--- config.mk ---
export PLATFORM = sky130hd
export DESIGN_NAME = pwm_servo_drive
export DESIGN_NICKNAME = d
export VERILOG_FILES = /design/src/rtl/pwm_servo_drive.sv
export SDC_FILE = /design/constraint.sdc
export NUM_CORES = 1
export LEC_CHECK = 0
export CORE_UTILIZATION = 59
export DETAILED_ROUTE_END_ITERATION = 6
export GPL_TIMING_DRIVEN = 0
export PLACE_DENSITY = 0.85
export SYNTH_ARGS = -nofsm -noshare
export SYNTH_HDL_FRONTEND = slang
export SYNTH_SLANG_ARGS = --single-unit
export TNS_END_PERCENT = 50
--- constraint.sdc ---
create_clock -name Clk_G -period 3.3 [get_ports Clk_G]
set_input_delay 0.33 -clock Clk_G [delete_from_list [all_inputs] [get_ports Clk_G]]
set_output_delay 0.33 -clock Clk_G [all_outputs]
set_load 0.005 [all_outputs]
--- src/rtl/pwm_servo_drive.sv ---
// pwm_servo_drive: sample sequencer, duty conversion and fixed-period PWM for the servo stage.
//
//  state | meaning
//  ------+--------------------------------------------------------------
//  IDLE  | waiting for a sample-trigger wrap
//  REQ   | Rx_En held high for RX_EN_CYC cycles
//  CAPT  | Yk latched, saturated duty written to pend
module pwm_servo_drive #(
  parameter int cant_bits  = 16,
  parameter int CNT_W      = 16,
  parameter int PERIOD     = 1000,
  parameter int SAMPLE_DIV = 10,
  parameter int RX_EN_CYC  = 8,
  parameter int SHIFT      = 4,
  parameter int OFFSET     = 500,
  parameter int DUTY_MIN   = 50,
  parameter int DUTY_MAX   = 950
) (
  input  logic                          Clk_G,
  input  logic                          Rst_G,
  input  logic                          En,
  input  logic signed [2*cant_bits-1:0] Yk,
  output logic                          Rx_En,
  output logic                          Pwm,
  output logic [CNT_W-1:0]              Duty,
  output logic                          Sat,
  output logic                          Busy
);

  localparam int YW    = 2 * cant_bits;
  localparam int AW    = 2 * cant_bits + 2;
  localparam int DIV_W = (SAMPLE_DIV > 1) ? $clog2(SAMPLE_DIV) : 1;
  localparam int TMR_W = $clog2(RX_EN_CYC);

  localparam logic [CNT_W-1:0] CNT_LAST = CNT_W'(PERIOD - 1);
  localparam logic [DIV_W-1:0] DIV_LAST = DIV_W'(SAMPLE_DIV - 1);
  localparam logic [TMR_W-1:0] TMR_LOAD = TMR_W'(RX_EN_CYC - 1);
  localparam logic [CNT_W-1:0] DUTY_RST = CNT_W'(OFFSET);
  localparam logic [CNT_W-1:0] DMIN_U   = CNT_W'(DUTY_MIN);
  localparam logic [CNT_W-1:0] DMAX_U   = CNT_W'(DUTY_MAX);
  localparam logic signed [AW-1:0] OFF_S  = AW'(OFFSET);
  localparam logic signed [AW-1:0] DMIN_S = AW'(DUTY_MIN);
  localparam logic signed [AW-1:0] DMAX_S = AW'(DUTY_MAX);

  typedef enum logic [1:0] {
    IDLE = 2'd0,
    REQ  = 2'd1,
    CAPT = 2'd2
  } state_t;

  state_t            state;
  logic [CNT_W-1:0]  cnt;
  logic [DIV_W-1:0]  div;
  logic [TMR_W-1:0]  tmr;
  logic [CNT_W-1:0]  pend;
  logic              pend_vld;
  logic              wrap;
  logic              trig;
  logic signed [AW-1:0] yk_ext;
  logic signed [AW-1:0] v;
  logic [CNT_W-1:0]  v_duty;
  logic              v_sat;

  assign wrap = En && (cnt == CNT_LAST);
  assign trig = wrap && (div == DIV_LAST);
  assign Busy = (state != IDLE);

  // Shift, re-centre and clamp the controller output into a legal duty value.
  always_comb begin
    yk_ext = {{(AW - YW){Yk[YW-1]}}, Yk};
    v      = (yk_ext >>> SHIFT) + OFF_S;
    v_duty = v[CNT_W-1:0];
    v_sat  = 1'b0;
    if (v < DMIN_S) begin
      v_duty = DMIN_U;
      v_sat  = 1'b1;
    end else if (v > DMAX_S) begin
      v_duty = DMAX_U;
      v_sat  = 1'b1;
    end
  end

  // PWM period counter and sample divider; both parked at zero while disabled.
  always_ff @(posedge Clk_G or posedge Rst_G) begin
    if (Rst_G) begin
      cnt <= '0;
      div <= '0;
    end else if (!En) begin
      cnt <= '0;
      div <= '0;
    end else if (wrap) begin
      cnt <= '0;
      div <= (div == DIV_LAST) ? '0 : div + 1'b1;
    end else begin
      cnt <= cnt + 1'b1;
    end
  end

  // Sample sequencer plus pending/active duty; a capture landing on a wrap waits one period.
  always_ff @(posedge Clk_G or posedge Rst_G) begin
    if (Rst_G) begin
      state    <= IDLE;
      tmr      <= '0;
      Rx_En    <= 1'b0;
      pend     <= DUTY_RST;
      pend_vld <= 1'b0;
      Duty     <= DUTY_RST;
      Sat      <= 1'b0;
    end else if (!En) begin
      state    <= IDLE;
      tmr      <= '0;
      Rx_En    <= 1'b0;
      pend_vld <= 1'b0;
    end else begin
      if (wrap && pend_vld) begin
        Duty     <= pend;
        pend_vld <= 1'b0;
      end
      case (state)
        IDLE: begin
          if (trig) begin
            state <= REQ;
            Rx_En <= 1'b1;
            tmr   <= TMR_LOAD;
          end
        end
        REQ: begin
          if (tmr == '0) begin
            state <= CAPT;
            Rx_En <= 1'b0;
          end else begin
            tmr <= tmr - 1'b1;
          end
        end
        CAPT: begin
          pend     <= v_duty;
          Sat      <= v_sat;
          pend_vld <= 1'b1;
          state    <= IDLE;
        end
        default: begin
          state <= IDLE;
          Rx_En <= 1'b0;
        end
      endcase
    end
  end

  // Registered PWM compare against the duty active for this period.
  always_ff @(posedge Clk_G or posedge Rst_G) begin
    if (Rst_G) begin
      Pwm <= 1'b0;
    end else begin
      Pwm <= En && (cnt < Duty);
    end
  end

endmodule

* Word-level counts from Yosys, hierarchy flattened
Index checks and enable logic that the tools add are counted. Widths: inputs -> output; s select.
Word-level totals: register bits after elaboration 61, output and inout bits 20, word-level logic and storage cells 64
Cells by class: add/subtract/negate cells 4, order comparisons 3, eq/ne operators 11, muxes and demuxes 24, reduce and logical (&&, ||, !) cells 12
Operator list (count):
- $mux 16 | 4
- $add 28x10->29 const B | 1
- $gt 29x11->1 const B | 1
- $lt 29x7->1 const B | 1
- $add 16x1->16 const B | 1
- $eq 16x10->1 const B | 1
- $lt 16x16->1 | 1
- $mux 4 | 3
- $mux 3 | 3
- $ne 3x3->1 const B | 3
- $mux 1 | 8
- $mux 2 | 3
- $ne 3x1->1 const B | 2
- $pmux 3 s2 | 1
- $reduce_and 2->1 | 3
- $reduce_and 3->1 | 2
- $add 4x1->4 const B | 1
- $eq 4x4->1 const B | 1
- $logic_and 1x1->1 | 4
- $pmux 2 s2 | 1
- $logic_not 3->1 | 1
- $pmux 1 s3 | 1
- $sub 3x1->3 const B | 1
- $eq 2x1->1 const B | 1
- 5 further kinds | 5

* Logic depth before layout (Yosys ltp)
word-level depth 6, gate-level depth with buffers 9

* Least setup slack after synthesis
No wires, ideal clock.
path kind input to register, start point input port Yk[8], end point register pend[1], data arrival time 2.493 ns, data required time 3.179 ns, setup slack 0.685 ns, stages 8, buffers on the path 1, path through buf_2 > a2111o_1 > nor3_4 > nand4_1 > a211o_1 > a2111oi_4 > nand4b_4 > o22a_1
Between the ends: cells in the longest elaborated chain, start to end 4, elaborated cells on any way between the ends 5
Ends and longest elaborated chain:
- from (decl) | line 22 | input logic signed [2*cant_bits-1:0] Yk,
- $add 28x10->29 (*) | line 71 | v = (yk_ext >>> SHIFT) + OFF_S;
- $gt 29x11->1 | line 77 | end else if (v > DMAX_S) begin
- $mux 16 | line 77
- $mux 16 (*) | line 74 | if (v < DMIN_S) begin
- to (signal assigned) | line 136 | pend <= v_duty;
- to (decl) | line 55 | logic [CNT_W-1:0] pend;
Mark *: on every way between the ends. The rest lies on a longest branch, timed or not. A chain may end at the register's enable or synchronous reset.

* Worst setup path in the final report
start point input port Yk[13], end point register pend[1]
Same word-level chain as after synthesis.

==> flow_metrics.tcl <==
set metrics [dict create \
    status "finished clean" \
    row_count 29 \
    cts.sinks 61 \
    die_x_um 82.8 \
    netlist.area_leader.share 0.319 \
    final_area_sq_mm 0.00463 \
    postPlaceCellArea_sq_mm 0.00443 \
    floorplan.initialDensity 0.610 \
    wl_mm 8.77 \
    coreArea_sq_mm 0.00631 \
    clkLatencyLatePin_ps 340 \
    num_vias 3257 \
    cts_root_buf "clkbuf_8" \
    reg2reg_from "cnt[0]$_DFF_PP0_" \
    cts_buffers 9 \
    crit_arrival_ps 3330 \
    period_needed_ps 3110 \
    finalSetupViolCount 0 \
    drv_slew 0 \
    drc 0 \
    grt_pass1_vias 3182 \
    power.total_mw 1.84 \
    crit_fanout 10 \
    async_reset_ff_frac 1.00 \
    hold_buffers 0 \
    yosys-top-cells-area "dfrtp_1 (32%), dfstp_2 (8.2%), ha_1 (6.8%)" \
    antenna_found_initial 0 \
    cts_setup_buffers 0 \
    reg2reg_depth 7 \
    synth_cell_types 62 \
    gp_congestion 0.867 \
    worst-setup-path-type "in -> reg" \
    slew_headroom 0.512 \
    dr.pass1.iters 5 \
    avgViaCountPerCell 5.99 \
    synth_flop_cell "dfrtp_1" \
    ys_warn_count 0 \
    ys_seq_area_frac 0.401 \
    ff_latch_area_sq_mm 0.00154 \
    final_hold_viol_count 0 \
    hold_class "in -> async" \
    overflow 0 \
    syn_area_sq_mm 0.00385 \
    drive_above_1_share 0.124 \
    yosysTopAreaCell "dfrtp_1" \
    synth_cells 404 \
    fin_crit_sh 0.944 \
    ioPinCount 55 \
    grt_setup_unrepaired "false" \
    clock.fmax_mhz 321 \
    nets 518 \
    synth-seq-cells 61 \
    hpwl_mm 6.47 \
    grt_max_degree 35 \
    maxCapViolCount 0 \
    drtIter0Drc 244 \
    final_antenna_net_count 0 \
    ctsLongestPathBuffers 2 \
    area_growth_pct 20.3 \
    antenna_cells 0 \
    die_area_sq_mm 0.00685 \
    grt_use_total 0.283 \
    cp-end-kind "flop" \
    port_buffers 46 \
    cp-start-kind "input port" \
    multiInputGateArea_sq_mm 0.00215 \
    r2r-end "Duty[3]$_DFFE_PP0P_" \
    finalNonFillerCells 544 \
    clkTransAtPathRegs_ps 70 \
    tightest_slew_ps 731 \
    fin_skew_ps 10.7 \
    h-tree-depth 3 \
    cts_tree "built" \
    dp_cells 528 \
    post_drt_wl_per_cell_um 16.1 \
    reg2reg_slack_ps 740 \
    fill_cells 499 \
    post-route-util 0.733 \
    power.density_mw_per_mm2 397 \
    syn_avg_cell_area_sq_um 9.53 \
    die_h_um 82.8 \
    grt_pass1_wl_mm 14.5 \
    synth_fp_nets 460 \
    crit_required_ps 3520 \
    irDropWorstVdd_v 0.000270 \
    synth_edf_count 0 \
    power_leakage_nw 1.95 \
]
[what timing repair did]
item,4_1_cts,5_1_grt
endpoints found under the setup margin,0,10
endpoints found under the hold margin,0,0
resized for setup,0,2
[cell usage in the layout, fill, tap and decap left out, drive strengths merged, types with 3 or more instances in the layout]
master / count
a2111oi: 6
a211oi: 4
a21boi: 4
a21o: 8
a21oi: 17
a22o: 3
and2: 9
and3: 7
buf: 3
clkbuf: 24
clkdlybuf4s50: 46
clkinv: 3
dfrtp: 49
dfstp: 12
ha: 21
inv: 28
mux2: 17
mux2i: 3
nand2: 33
nand2b: 7
nand3: 22
nand4: 7
nand4b: 4
nor2: 27
nor2b: 7
nor3: 13
nor4: 5
o211ai: 3
o21ai: 16
o22a: 3
or3: 5
xnor2: 9
xor2: 11
[layout make-up]
type | count | area share
sequential | 61 | 0.333
tap | 77 | 0.0208
timing repair buffer | 47 | 0.104
inverter | 28 | 0.0227
multi-input combinational | 301 | 0.465
buffer | 14 | 0.0132
clock buffer | 12 | 0.0313
clock inverter | 4 | 0.0105
[cell usage after synthesis (all sizes together) (7+ instances only)]
cell type  number
inv            28
dfstp          12
mux2           17
nor2           27
o21ai          16
and2            9
xnor2           9
ha             21
dfrtp          49
nor3           13
nand2b          7
and3            7
clkbuf         12
xor2           11
a21oi          17
nand3          22
a21o            8
nand4           7
nor2b           7
nand2          33
[per-layer routing]
layer	routed length, um	part of all wire	global-route usage	vias to the layer above
met5	0	0	0	-
met4	178	0.020	0.114	0
met3	394	0.045	0.0560	17
met2	4460	0.51	0.493	87
met1	3730	0.43	0.342	1574
li1	-	-	-	1579
[worst max path at each step]
stage	start	endpoint	slack [ps]	depth (start not counted)
2_1_floorplan	Yk[8]	pend[1]$_DFFE_PP0P_	690	8
3_3_place_gp	Yk[7]	pend[1]$_DFFE_PP0P_	-120	9
3_5_place_dp	Yk[7]	pend[1]$_DFFE_PP0P_	-160	9
4_1_cts	Yk[7]	pend[1]$_DFFE_PP0P_	190	9
5_1_grt	Yk[7]	pend[1]$_DFFE_PP0P_	40	9
6_report	Yk[13]	pend[1]$_DFFE_PP0P_	190	9
[cells by family after synthesis]
kind of cell | after synthesis | synth area share
AOI/OAI and AO/OA | 84 | 0.163
xor gates and xnor gates | 20 | 0.0455
DFF | 61 | 0.401
and+or+nand+nor | 156 | 0.222
adders and majority gates | 21 | 0.0683
muxes | 20 | 0.0575
buffers and inverters | 42 | 0.0432
[power by group]
part	switching (mW)	internal, mW
Sequential	0.0441	0.837
Clock	0.293	0.369
Combinational	0.146	0.151
Total	0.483	1.36
[worst max-delay path, cell delays in order]
cell and delay (ps):
clkdlybuf4s50_1 590, nand4_2 210, or3_4 450, buf_6 150, nor4_1 320, mux2_2 420
a2111oi_4 430, nand4b_4 200, o22a_1 230
[registers in the layout, summed over array words and instances, names as in the netlist]
signal / flops
Pwm: 1
Duty: 16
Sat: 1
pend_vld: 1
cnt: 16
pend: 16
div: 4
Rx_En: 1
tmr: 3
state: 2
[through the flow]
stage	setup TNS [ps]	setup slack (ps)	hold slack, ps
after global routing	0	36.0	475
after floorplan	0	685	441
after detailed placement	-947	-155	456
final	0	186	435
after CTS	0	191	451
after global placement	-537	-124	451
(Power assumes the default switching activity.)
